===== config.mk =====
export PLATFORM = sky130hd
export DESIGN_NAME = if_fetch_unit
export DESIGN_NICKNAME = d
export VERILOG_FILES = /design/src/rtl/if_fetch_unit_pkg.sv /design/src/rtl/fetch_queue.sv /design/src/rtl/if_fetch_unit.sv
export SDC_FILE = /design/constraint.sdc
export NUM_CORES = 1
export LEC_CHECK = 0
export BUFFER_PORTS_ARGS = -buffer_cell sky130_fd_sc_hd__buf_2
export CORE_MARGIN = 4
export CORE_UTILIZATION = 46
export CTS_CLUSTER_SIZE = 30
export DETAILED_ROUTE_END_ITERATION = 10
export PLACE_DENSITY = 0.65
export SLEW_MARGIN = 15
export SYNTH_ARGS = -nofsm -noshare
export SYNTH_HDL_FRONTEND = slang
export SYNTH_HIERARCHICAL = 1
export SYNTH_SLANG_ARGS = --single-unit

===== constraint.sdc =====
create_clock -name clk -period 9.1 [get_ports clk]
set_clock_uncertainty 0.2 [all_clocks]
set_input_delay 0 -clock clk [delete_from_list [all_inputs] [get_ports clk]]
set_output_delay 0 -clock clk [all_outputs]
set_load 0.02 [all_outputs]

===== src/rtl/if_fetch_unit_pkg.sv =====
`default_nettype none
// ============================================================================
// Module      : if_fetch_unit_pkg
// Description : Shared widths, opcode constants and queue entry type for the
//               instruction fetch unit.
// Revision    : 1.0 - initial release
// ============================================================================
package if_fetch_unit_pkg;

    localparam int ISIZE = 16;
    localparam int DSIZE = 16;

    localparam logic [3:0] OP_J = 4'hC;

    typedef struct packed {
        logic [DSIZE-1:0] inst;
        logic [ISIZE-1:0] npc;
    } fetch_entry_t;

    // Direct jump keeps the page bits of the sequential successor.
    function automatic logic [ISIZE-1:0] jump_target(
        input logic [ISIZE-1:0] npc,
        input logic [DSIZE-1:0] inst
    );
        return {npc[ISIZE-1 -: 4], inst[11:0]};
    endfunction

endpackage
`default_nettype wire


===== src/rtl/fetch_queue.sv =====
`default_nettype none
// ============================================================================
// Module      : fetch_queue
// Description : DEPTH-entry circular instruction queue with flush; the head
//               is presented combinationally, last head held while empty.
// Revision    : 1.0 - initial release
// ============================================================================
module fetch_queue
    import if_fetch_unit_pkg::*;
#(
    parameter int DEPTH = 4
) (
    input  logic         clk,
    input  logic         rst,
    input  logic         flush,
    input  logic         push,
    input  fetch_entry_t push_data,
    input  logic         pop,
    output logic         valid,
    output logic         full,
    output fetch_entry_t head
);

    localparam int PTR_W = $clog2(DEPTH);
    localparam logic [PTR_W:0] C_FULL = (PTR_W+1)'(DEPTH);

    fetch_entry_t     r_mem [DEPTH];
    fetch_entry_t     r_hold;
    logic [PTR_W-1:0] r_wr_ptr;
    logic [PTR_W-1:0] r_rd_ptr;
    logic [PTR_W:0]   r_count;
    logic             w_push;
    logic             w_pop;
    logic             w_empty;

    assign w_empty = (r_count == '0);
    assign w_pop   = pop & ~w_empty;
    assign w_push  = push & ((r_count != C_FULL) | w_pop);

    assign valid = ~w_empty;
    assign full  = (r_count == C_FULL);
    assign head  = w_empty ? r_hold : r_mem[r_rd_ptr];

    always_ff @(posedge clk) begin
        if (w_push && !flush) begin
            r_mem[r_wr_ptr] <= push_data;
        end
    end

    always_ff @(posedge clk or negedge rst) begin
        if (!rst) begin
            r_wr_ptr <= '0;
            r_rd_ptr <= '0;
            r_count  <= '0;
            r_hold   <= '0;
        end else begin
            if (!w_empty) begin
                r_hold <= r_mem[r_rd_ptr];
            end
            if (flush) begin
                r_wr_ptr <= '0;
                r_rd_ptr <= '0;
                r_count  <= '0;
            end else begin
                if (w_push) begin
                    r_wr_ptr <= r_wr_ptr + 1'b1;
                end
                if (w_pop) begin
                    r_rd_ptr <= r_rd_ptr + 1'b1;
                end
                case ({w_push, w_pop})
                    2'b10:   r_count <= r_count + 1'b1;
                    2'b01:   r_count <= r_count - 1'b1;
                    default: r_count <= r_count;
                endcase
            end
        end
    end

endmodule
`default_nettype wire


===== src/rtl/if_fetch_unit.sv =====
`default_nettype none
// ============================================================================
// Module      : if_fetch_unit
// Description : Instruction fetch with a single outstanding imem request,
//               redirect flush and stale-response discard. Define
//               FETCH_JUMP_PREDECODE_EN to follow OP_J jumps at fetch time.
// Revision    : 1.0 - initial release
// ============================================================================
module if_fetch_unit
    import if_fetch_unit_pkg::*;
#(
    parameter int               DEPTH    = 4,
    parameter logic [ISIZE-1:0] RESET_PC = 16'h0000
) (
    input  logic             clk,
    input  logic             rst,
    output logic             imem_req,
    output logic [ISIZE-1:0] imem_addr,
    input  logic             imem_valid,
    input  logic [DSIZE-1:0] imem_rdata,
    output logic             inst_valid,
    output logic [DSIZE-1:0] inst_out,
    output logic [ISIZE-1:0] npc_out,
    input  logic             inst_ready,
    input  logic             redirect_valid,
    input  logic [ISIZE-1:0] redirect_pc
);

    logic [ISIZE-1:0] r_fetch_pc;
    logic             r_outstanding;
    logic             r_discard;
    logic [ISIZE-1:0] w_seq_pc;
    logic [ISIZE-1:0] w_next_pc;
    logic             w_issue;
    logic             w_accept;
    logic             w_push;
    logic             w_pop;
    logic             w_full;
    fetch_entry_t     w_push_data;
    fetch_entry_t     w_head;

    // The request is a combinational strobe; it is taken by memory at the
    // edge that ends the cycle, which also marks it outstanding.
    assign w_issue  = rst & ~r_outstanding & ~redirect_valid & ~w_full;
    assign w_accept = imem_valid & r_outstanding;
    assign w_push   = w_accept & ~r_discard & ~redirect_valid;
    assign w_pop    = inst_valid & inst_ready & ~redirect_valid;
    assign w_seq_pc = r_fetch_pc + 1'b1;

`ifdef FETCH_JUMP_PREDECODE_EN
    assign w_next_pc = (imem_rdata[DSIZE-1 -: 4] == OP_J) ?
                       jump_target(w_seq_pc, imem_rdata) : w_seq_pc;
`else
    assign w_next_pc = w_seq_pc;
`endif

    assign w_push_data.inst = imem_rdata;
    assign w_push_data.npc  = w_seq_pc;

    assign imem_req  = w_issue;
    assign imem_addr = r_fetch_pc;
    assign inst_out  = w_head.inst;
    assign npc_out   = w_head.npc;

    always_ff @(posedge clk or negedge rst) begin
        if (!rst) begin
            r_fetch_pc    <= RESET_PC;
            r_outstanding <= 1'b0;
            r_discard     <= 1'b0;
        end else if (redirect_valid) begin
            r_fetch_pc <= redirect_pc;
            // A response landing with the redirect is consumed and dropped
            // here; otherwise the in-flight one is marked for discard.
            if (r_outstanding) begin
                r_outstanding <= ~imem_valid;
                r_discard     <= ~imem_valid;
            end
        end else if (w_issue) begin
            r_outstanding <= 1'b1;
        end else if (w_accept) begin
            r_outstanding <= 1'b0;
            r_discard     <= 1'b0;
            if (!r_discard) begin
                r_fetch_pc <= w_next_pc;
            end
        end
    end

    fetch_queue #(
        .DEPTH (DEPTH)
    ) u_fetch_queue (
        .clk       (clk),
        .rst       (rst),
        .flush     (redirect_valid),
        .push      (w_push),
        .push_data (w_push_data),
        .pop       (w_pop),
        .valid     (inst_valid),
        .full      (w_full),
        .head      (w_head)
    );

endmodule
`default_nettype wire


**After elaboration in Yosys (flattened, before gate mapping)**

Memory sizes are Yosys's and may differ from the RTL's.
Cells that the tools add are included.

- Bits in registers: 57
- RAM bits: 128
- Input port bits: 37
- Output and inout bits: 50
- Memories: 1

- $add $sub $neg: 5
- Eq/ne operators: 7
- Multiplexer cells: 20
- Bitwise gates (word level): 17
- Reduce and logical (&&, ||, !) cells: 10

Memories:

| memory | words | bits a word | rd ports | clocked after Yosys merged registers in | wr ports | line | source |
|---|---|---|---|---|---|---|---|
| u_fetch_queue.r_mem | 4 | 32 | 1 | 0 | 1 | fetch_queue.sv:27 | `fetch_entry_t r_mem [DEPTH];` |

Operators by type and width:

| cell | number |
|---|---|
| two-way mux 16 bit | 4 |
| two-way mux 32 bit | 1 |
| adder 16 x 1 -> 16 bit, second input constant | 1 |
| bitwise AND 1 bit | 10 |
| two-way mux 1 bit | 9 |
| two-way mux 2 bit | 4 |
| inverter 1 bit | 6 |
| case mux 3 bit (2 select lines) | 1 |
| AND reduction 3 bit | 2 |
| nonzero test 2 bit | 3 |
| nonzero test 3 bit | 2 |
| adder 2 x 1 -> 2 bit, second input constant | 2 |
| inequality test 2 x 1 -> 1 bit, second input constant | 2 |
| adder 3 x 1 -> 3 bit, second input constant | 1 |
| == test 3 bit, second input constant | 1 |
| zero test 3 bit | 1 |
| two-way mux 3 bit | 1 |
| inequality test 3 bit, second input constant | 1 |
| subtractor 3 x 1 -> 3 bit, second input constant | 1 |
| == test 2 x 1 -> 1 bit, second input constant | 1 |
| == test 2 bit, second input constant | 1 |
| inequality test 2 bit, second input constant | 1 |
| logical AND 1 bit | 1 |
| zero test 1 bit | 1 |
| OR 1 bit | 1 |

**Longest topological paths before layout**

Gate-level depths: netlist (run 1).

- Word-level depth: 10
- Mapped depth: 13

**By module**

Netlist (run 1), hierarchy kept.

By module, submodules not included:

| module | instances | cells each | area each (µm²) | seq. area each (µm²) |
|---|---|---|---|---|
| fetch_queue | 1 | 299 | 6,401.1 | 4,819.6 |
| if_fetch_unit | 1 | 147 | 1,236.2 | 450.4 |

**Worst setup path after synthesis (run 1)**

OpenSTA, ideal clock, no wires.

- Path type: register to register
- Start point: register u_fetch_queue.r_count[0]
- End point: memory u_fetch_queue/r_mem[0][0] in the netlist's numbering, enable pin
- Library setup time: 0.468 ns
- Data arrival time: 4.028 ns
- Required time: 8.432 ns
- Slack: 4.404 ns
- Cell stages (with the launch flop): 10
- Path buffers: 3
- Clock period less this slack: 4.696 ns
- Path through: dfrtp_1 -> buf_6 -> nor3_2 -> buf_4 -> inv_1 -> nand2_1 -> nor2_1 -> clkbuf_1 -> o21ai_0 -> nor3b_1

- Cells in the longest elaborated chain, start to end: 10
- Elaborated cells on any way between the ends: 11
- Classes of those cells: 1 x eq/ne; 2 x mux; 6 x bitwise; 2 x reduce/logical

Ends and longest elaborated chain:

| what | line | source |
|---|---|---|
| from (decl) | fetch_queue.sv:31 | `logic [PTR_W:0] r_count;` |
| from (signal assigned) | fetch_queue.sv:72 | `2'b10: r_count <= r_count + 1'b1;` |
| from (signal assigned) | fetch_queue.sv:73 | `2'b01: r_count <= r_count - 1'b1;` |
| from (signal assigned) | fetch_queue.sv:74 | `default: r_count <= r_count;` |
| zero test 3 bit | fetch_queue.sv:36 | `assign w_empty = (r_count == '0);` |
| inverter 1 bit | fetch_queue.sv:40 | `assign valid = ~w_empty;` |
| named net inst_valid | if_fetch_unit.sv:21 | `output logic inst_valid,` |
| bitwise AND 1 bit (2 in series) | if_fetch_unit.sv:47 | `assign w_pop = inst_valid & inst_ready & ~redirect_valid;` |
| named net w_pop | if_fetch_unit.sv:37 | `logic w_pop;` |
| bitwise AND 1 bit | fetch_queue.sv:37 | `assign w_pop = pop & ~w_empty;` |
| OR 1 bit | fetch_queue.sv:38 | `assign w_push = push & ((r_count != C_FULL) \| w_pop);` |
| bitwise AND 1 bit | fetch_queue.sv:38 |  |
| logical AND 1 bit | fetch_queue.sv:45 | `if (w_push && !flush) begin` |
| two-way mux 1 bit | fetch_queue.sv:45 |  |
| two-way mux 1 bit (implied by the code) | fetch_queue.sv:46 | `r_mem[r_wr_ptr] <= push_data;` |
| to (decl) | fetch_queue.sv:27 |  |

The timed path passes the listed nets, and every way through them passes these cells.

**Worst setup path in the final report (run 1)**

- Start point: register r_discard
- End point: memory u_fetch_queue/r_mem[2][8] in the netlist's numbering, enable pin

- Cells in the longest elaborated chain, start to end: 7

Ends and longest elaborated chain:

| what | line | source |
|---|---|---|
| from (decl) | if_fetch_unit.sv:31 | `logic r_discard;` |
| from (signal assigned) | if_fetch_unit.sv:76 | `r_discard <= ~imem_valid;` |
| inverter 1 bit | if_fetch_unit.sv:46 | `assign w_push = w_accept & ~r_discard & ~redirect_valid;` |
| bitwise AND 1 bit (2 in series) | if_fetch_unit.sv:46 |  |
| named net w_push | if_fetch_unit.sv:36 | `logic w_push;` |
| bitwise AND 1 bit | fetch_queue.sv:38 |  |
| logical AND 1 bit | fetch_queue.sv:45 |  |
| two-way mux 1 bit | fetch_queue.sv:45 |  |
| two-way mux 1 bit (implied by the code) | fetch_queue.sv:46 |  |

The timed path passes the listed nets, and every way through them passes these cells.

==> results.md, run 1 <==
- Fmax: 0.241 GHz
- Hold Slack: 0.0794 ns
- Area added between synthesis and finish: 21.6%
- Final critical path time including I/O delays and setup: 4.15 ns
- Routed Antenna Nets: 0
- Number of vias after detailed routing: 4231
- Ranking of synthesized cells by instance count: 128 x sky130_fd_sc_hd__edfxtp_1, 57 x sky130_fd_sc_hd__dfrtp_1, 32 x sky130_fd_sc_hd__mux2_2, 32 x sky130_fd_sc_hd__mux4_2, 22 x sky130_fd_sc_hd__nand2_1
- Summed instance area of the synthesized netlist: 7640 sq um
- Arrival time worst endpoint: 4.04 ns
- Max Cap Viol: 0
- Initial antenna violation count: 0
- Post-route non-filler standard cell count: 806
- Floorplan die height: 137 microns
- Status: finished clean
- Die width: 137 microns
- Register area share after synthesis: 0.690
- Cells after synthesis: 446
- Inserted Clock Buffers: 17
- Maximum number of pins on one net before global-route repair: 59
- Clk Tree Root Cell: sky130_fd_sc_hd__clkbuf_16
- Met2 global-route usage: 0.289
- Remaining max-slew budget at the tightest pin: 0.311
- Flip-flop cell with the highest count after synthesis: sky130_fd_sc_hd__edfxtp_1
- Mean cell area of the mapped netlist: 17.1 sq um
- Routability congestion estimate from global placement: 0.775
- Clock tree from TritonCTS: yes
- Class of the most critical setup path: reg2reg
- Worst skew pair latency: 0.43 ns
- Routed wire length: 14800 microns
- Transition time at the pin with the least slew margin: 1.03 ns
- Hold Vio Cnt, Final: 0
- Boundary pin count: 87
- Ratio of cells with drive above 1 in the final layout: 0.344
- Number of antenna diodes: 0
- Required time reported for the critical path endpoint: 8.99 ns
- Number of violations reported at the end of detailed-routing iteration 0: 193
- Biggest fanout along the worst timing path: 21
- Synth area leaders: sky130_fd_sc_hd__edfxtp_1 50%, sky130_fd_sc_hd__dfrtp_1 19%, sky130_fd_sc_hd__mux4_2 9.4%
- Met1 usage in global routing: 0.216
- Setup-failing EPs final: 0
- Number of buffers on the longest clock path: 2
- Final worst path period share: 0.456
- Floorplan core area: 16100 sq um
- Clock transition at the registers of the reported paths: 0.07 ns
- Share of flip-flops with an asynchronous set or reset: 0.308
- Setup TNS: 0 ns
- Die area: 18700 sq um
- Cell accounting for the most synthesized area: sky130_fd_sc_hd__edfxtp_1
- GRT overflow: 0
- # placed instances: 727
- Number of nets produced by synthesis: 489
- Detailed-router iteration count before antenna repair: 4
- Synthesis-stage register bit count: 185
- Distinct cells, synth: 52
- Worst min-delay path category: in2async
- Ratio of routed vias to standard cells: 5.25
- Port Buffer Count: 86
- Post-route DRC: 0
- Worst ir drop on vdd: 0.142 mV
- Buffers inserted during post-CTS setup optimization: 0
- Clock Sinks: 185
- All-layer global routing usage: 0.171
- Global-route wire length before repair: 23800 microns
- Placement row count: 46
- CP endpoint kind: register
- Max-slew violation count: 0
- P_leak: 3.54 nW
- CTS H-tree depth: 4
- Number of nets in the layout: 620
- Fraction of synthesized cell area taken by the top area cell type: 0.503
- Kind of launch point of the worst setup path: register
- Post-synth EDFFs: 128
- Met3 usage in global routing: 0.0426
- Power density normalized to cell area: 194 nW/um^2
- Average wire per cell in the routed design: 18.3 microns
- Total of warnings raised by yosys: 6
- Number of global-route vias before repair: 4375
- Unrepaired setup endpoints after global routing: false
- Peak-usage layer in the global routing report: met2
- Initial core utilization: 0.476
- Hpwl dp: 8990 microns
- Dominant cell by count in the synthesized netlist: sky130_fd_sc_hd__edfxtp_1
==> worst max-delay path, cell delays in order (launching register included) <==
cell and delay (ns):
sky130_fd_sc_hd__dfrtp_1 0.37, sky130_fd_sc_hd__nand3b_1 0.60, sky130_fd_sc_hd__nor2_1 0.75, sky130_fd_sc_hd__o21ai_0 0.45, sky130_fd_sc_hd__nor3b_2 0.94, sky130_fd_sc_hd__buf_4 0.48
==> worst paths after layout <==
check                      slack, ns                     start  cells after the start                         end
setup / recovery                4.95                 r_discard                      5   u_fetch_queue/r_mem[2][8]
hold / removal                  0.08                       rst                      3     u_fetch_queue/r_hold[5]
setup reg to reg                4.95                 r_discard                      5   u_fetch_queue/r_mem[2][8]
hold reg to reg                 0.29  u_fetch_queue/r_hold[23]                      1    u_fetch_queue/r_hold[23]
max in group asynchronous       8.06                       rst                      3   u_fetch_queue/r_rd_ptr[0]
min in group clk                0.12             imem_rdata[9]                      2  u_fetch_queue/r_mem[0][25]
==> layer usage <==
metal | vias up | part of all wire
li1 | 1953 | -
met2 | 87 | 0.54
met5 | - | 0
met1 | 2172 | 0.41
met4 | 0 | 0.014
met3 | 19 | 0.036
==> report_power, final <==
| part | switching (W) | internal [W] | total [W] | leakage (nW) |
|---|---|---|---|---|
| clock | 0.000321 | 0.000382 | 0.000703 | 0.273 |
| combinational | 0.0000845 | 0.0000615 | 0.000146 | 1.37 |
| sequential | 0.0000197 | 0.000932 | 0.000952 | 1.90 |
==> final cells by class <==
class / count / area [sq um]
inverter: 9 / 33.8
multi-input combinational: 222 / 2180
tap: 216 / 270
sequential: 185 / 5270
clock inverter: 15 / 141
timing repair buffer: 142 / 968
clock buffer: 17 / 425
fill: 1251 / 6770
==> state kept, by name (all words and copies together) (netlist names) <==
| register | count |
|---|---|
| r_discard | 1 |
| u_fetch_queue/r_hold | 32 |
| r_outstanding | 1 |
| u_fetch_queue/r_mem | 128 |
| u_fetch_queue/r_count | 3 |
| u_fetch_queue/r_wr_ptr | 2 |
| u_fetch_queue/r_rd_ptr | 2 |
| imem_addr | 16 |
==> repair_timing <==
action / CTS / global route
endpoints found under the hold margin: 142 / 0
hold buffers: 47 / 0
resized for setup: 0 / 0
setup endpoints to repair: 0 / 0
==> cell families (layout without fill, tap and decap cells) <==
logic type,after synthesis,count (layout),synth area share
flops,185,185,0.690
simple gates,85,85,0.0613
mux,68,68,0.147
buf+inv,39,183,0.0282
compound gates,35,35,0.0301
xor+xnor,28,28,0.0321
fa+ha+maj,6,6,0.0108
==> per-stage QoR <==
| step | total power, W | cell area (sq um) | worst slack (ns) | utilization |
|---|---|---|---|---|
| 2_1_floorplan | 0.00105 | 7640 | 4.40 | - |
| 3_3_place_gp | 0.00110 | 8250 | 5.01 | 0.514 |
| 3_5_place_dp | 0.00110 | 8250 | 4.94 | 0.514 |
| 4_1_cts | 0.00182 | 9290 | 4.92 | 0.578 |
| 5_1_grt | 0.00187 | 9290 | 4.60 | 0.578 |
| 6_report | 0.00180 | 9290 | 4.95 | 0.578 |
==> cell usage in the layout, fill, tap and decap left out, drive strengths merged, types with 2 or more instances in the layout <==
| cell | n |
|---|---|
| clkbuf | 17 |
| inv | 15 |
| mux2 | 33 |
| o21ai | 14 |
| xnor2 | 16 |
| buf | 95 |
| nand4 | 4 |
| nand2 | 22 |
| or3b | 2 |
| ha | 5 |
| o2111ai | 2 |
| mux4 | 32 |
| edfxtp | 128 |
| clkinvlp | 2 |
| nor4b | 2 |
| clkinv | 6 |
| dlygate4sd3 | 47 |
| nor2 | 17 |
| nor3b | 6 |
| nand2b | 6 |
| xor2 | 12 |
| dfrtp | 57 |
| nand3 | 7 |
| mux2i | 3 |
| o31a | 5 |
| nand3b | 2 |
| a21oi | 4 |
| nor3 | 7 |
| nor4 | 6 |
No activity file was read; power rests on OpenSTA's default activity.
==> run 2, diff against run 1 <==
--- a/config.mk
+++ b/config.mk
@@ -10,7 +10,7 @@
 export CORE_UTILIZATION = 46
 export CTS_CLUSTER_SIZE = 30
 export DETAILED_ROUTE_END_ITERATION = 10
-export PLACE_DENSITY = 0.65
+export PLACE_DENSITY = 0.68
 export SLEW_MARGIN = 15
 export SYNTH_ARGS = -nofsm -noshare
 export SYNTH_HDL_FRONTEND = slang
==> constraint.sdc (replaced) <==
create_clock -name clk -period 3.35 [get_ports clk]
set_clock_uncertainty 0.2 [all_clocks]
set_input_delay 0 -clock clk [delete_from_list [all_inputs] [get_ports clk]]
set_output_delay 0 -clock clk [all_outputs]
set_load 0.02 [all_outputs]
==> run 2 against run 1 <==
Die area did not move; maximum frequency rose by 46%; combinational power rose to 2.9 times the previous value; critical path depth rose by 5; setup slack got worse by 4.4 ns.
==> results.md, run 2 (synthesized netlist as in run 1, its figures left out) <==
- Number of vias after detailed routing: 4374
- Worst ir drop on vdd: 0.370 mV
- Maximum number of pins on one net before global-route repair: 58
- Worst skew pair latency: 0.43 ns
- Switching power of the nets: 0.00130 W
- Ratio of routed vias to standard cells: 5.30
- Highest-count cells in the layout ignoring fill and taps: 128 x sky130_fd_sc_hd__edfxtp_1, 86 x sky130_fd_sc_hd__buf_2, 57 x sky130_fd_sc_hd__dlygate4sd3_1
- Clock tree from TritonCTS: yes
- Placement row count: 46
- CP most frequent cell: sky130_fd_sc_hd__nor2_1
- CP endpoint kind: register
- Average wire per cell in the routed design: 18.7 microns
- Number of violations reported at the end of detailed-routing iteration 0: 179
- Hold Slack: 0.0409 ns
- Class of the most critical setup path: reg2reg
- Die area: 18700 sq um
- Clock Sinks: 185
- Detailed-router iteration count before antenna repair: 6
- CTS H-tree depth: 4
- Clk Tree Root Cell: sky130_fd_sc_hd__clkbuf_16
- Arrival time worst endpoint: 2.94 ns
- Number of global-route vias before repair: 4712
- Power density normalized to cell area: 530 nW/um^2
- Remaining max-slew budget at the tightest pin: 0.186
- Hold Vio Cnt, Final: 0
- Initial antenna violation count: 0
- Destination of the worst hold path: r_outstanding
- Number of nets in the layout: 639
- Capturing point of the worst reg2reg path: u_fetch_queue/r_count[2]
- Largest reg by FF count: u_fetch_queue/r_mem
- Transition time at the pin with the least slew margin: 1.21 ns
- Part of the power in combinational logic: 0.085
- Cell-by-cell listing of the critical path: nor3_4 -> inv_1 -> nand2_1 -> nor2_1 -> o31ai_1 -> nor2_1 -> fa_1 -> or3b_2 -> a32oi_1 -> a31oi_1
- Inserted Clock Buffers: 17
- Setup-failing EPs final: 0
- Fill count: 1209
- Clock group share of total power: 0.405
- Cell with the largest stage delay on the worst path: sky130_fd_sc_hd__dfrtp_1
- Final worst path period share: 0.846
- Buffers inserted during post-CTS setup optimization: 0
- Port Buffer Count: 86
- Max Cap Viol: 0
- Number of buffers on the longest clock path: 2
- Routed Antenna Nets: 0
- GRT overflow: 0
- Final critical path time including I/O delays and setup: 2.84 ns
- Setup slack on the worst flop-to-flop path: 0.51 ns
- Reg2reg start: u_fetch_queue/r_count[0]
- Hold path start: redirect_valid
- All-layer global routing usage: 0.178
- Hold Path Depth: 3
- Biggest fanout along the worst timing path: 11
- Ratio of cells with drive above 1 in the final layout: 0.350
- Worst min-delay path category: in2reg
- Clock transition at the registers of the reported paths: 0.08 ns
- Most frequent standard cell in the layout excluding fill and tap cells: sky130_fd_sc_hd__edfxtp_1
- Number of antenna diodes: 0
- Initial core utilization: 0.476
- Boundary pin count: 87
- Floorplan die height: 137 microns
- Max reg flops: 128
- Max-slew violation count: 0
- Net switching fraction of the power: 0.256
- Routability congestion estimate from global placement: 0.777
- Global-route wire length before repair: 25100 microns
- Required time reported for the critical path endpoint: 3.45 ns
- Area added between synthesis and finish: 25.2%
- Worst-case reg-to-reg path depth: 10
- Status: finished clean
- Overall Power: 0.00507 W
- P_leak: 3.70 nW
- Die width: 137 microns
- Worst path max stage delay: 0.53 ns
- Kind of launch point of the worst setup path: register
- Cell-internal power: 0.00377 W
- Hpwl dp: 9710 microns
- Post-route DRC: 0
- Routed wire length: 15400 microns
- Fmax: 0.353 GHz
- Flop pwr share: 0.510
- Floorplan core area: 16100 sq um
- Unrepaired setup endpoints after global routing: false
[run 2: worst max path at each step]
stage	depth (start not counted)	from	end
floorplan	9	u_fetch_queue/r_count[0]	u_fetch_queue/r_mem[0][0]
global placement	7	u_fetch_queue/r_count[1]	u_fetch_queue/r_mem[0][12]
detailed placement	7	u_fetch_queue/r_count[0]	u_fetch_queue/r_mem[3][9]
CTS	7	u_fetch_queue/r_count[0]	u_fetch_queue/r_mem[0][15]
global route	10	u_fetch_queue/r_count[0]	u_fetch_queue/r_count[2]
finish	10	u_fetch_queue/r_count[0]	u_fetch_queue/r_count[2]
[run 2: cell type report]
type / instances / area, sq um / area share
clock inverters: 14 / 193 / 0.0202
inverters: 9 / 33.8 / 0.00353
multi-input cells: 222 / 2200 / 0.230
flip-flops and latches: 185 / 5270 / 0.551
repair buffers: 161 / 1150 / 0.120
clock buffers: 18 / 439 / 0.0459
well taps: 216 / 270 / 0.0283
[run 2: power by group through the flow]
stage          sequential [W]  combinational (W)  clock, W
2_1_floorplan         0.00263           0.000214         0
3_3_place_gp          0.00263           0.000358         0
3_5_place_dp          0.00263           0.000369         0
4_1_cts               0.00258           0.000434   0.00209
5_1_grt               0.00259           0.000467   0.00219
6_report              0.00258           0.000429   0.00205
[run 2: routing by layer]
metal  global-route usage  vias to the layer above  wire (microns)
met1                0.219                     2280            6210
met4               0.0493                        0             142
met2                0.310                       84            8450
li1                     -                     2000               -
met3               0.0478                       10             647
met5                    0                        -               0
[run 2: worst max-delay path: cells and delay by family (launching register included)]
| family | cells | cell delay (ns) |
|---|---|---|
| compound gates | 3 | 0.49 |
| fa+ha+maj | 1 | 0.44 |
| buf+inv | 1 | 0.08 |
| flops | 1 | 0.53 |
| simple gates | 5 | 0.96 |
[run 2: metrics by stage]
stage / instance area, sq um / setup slack (ns) / cells / utilization / setup TNS (ns)
6_report: 9560 / 0.514 / 825 / 0.595 / 0
2_1_floorplan: 7660 / -0.310 / 446 / - / -39.64
4_1_cts: 9560 / 0.505 / 825 / 0.595 / 0
3_5_place_dp: 8360 / 0.526 / 736 / 0.520 / 0
5_1_grt: 9560 / 0.322 / 825 / 0.595 / 0
3_3_place_gp: 8360 / 0.618 / 736 / 0.520 / 0
[run 2: timing repair]
item                                    CTS  global route
endpoints found under the setup margin    0             0
endpoints found under the hold margin   142             0
gates resized for setup                   0             0
hold buffers                             57             0
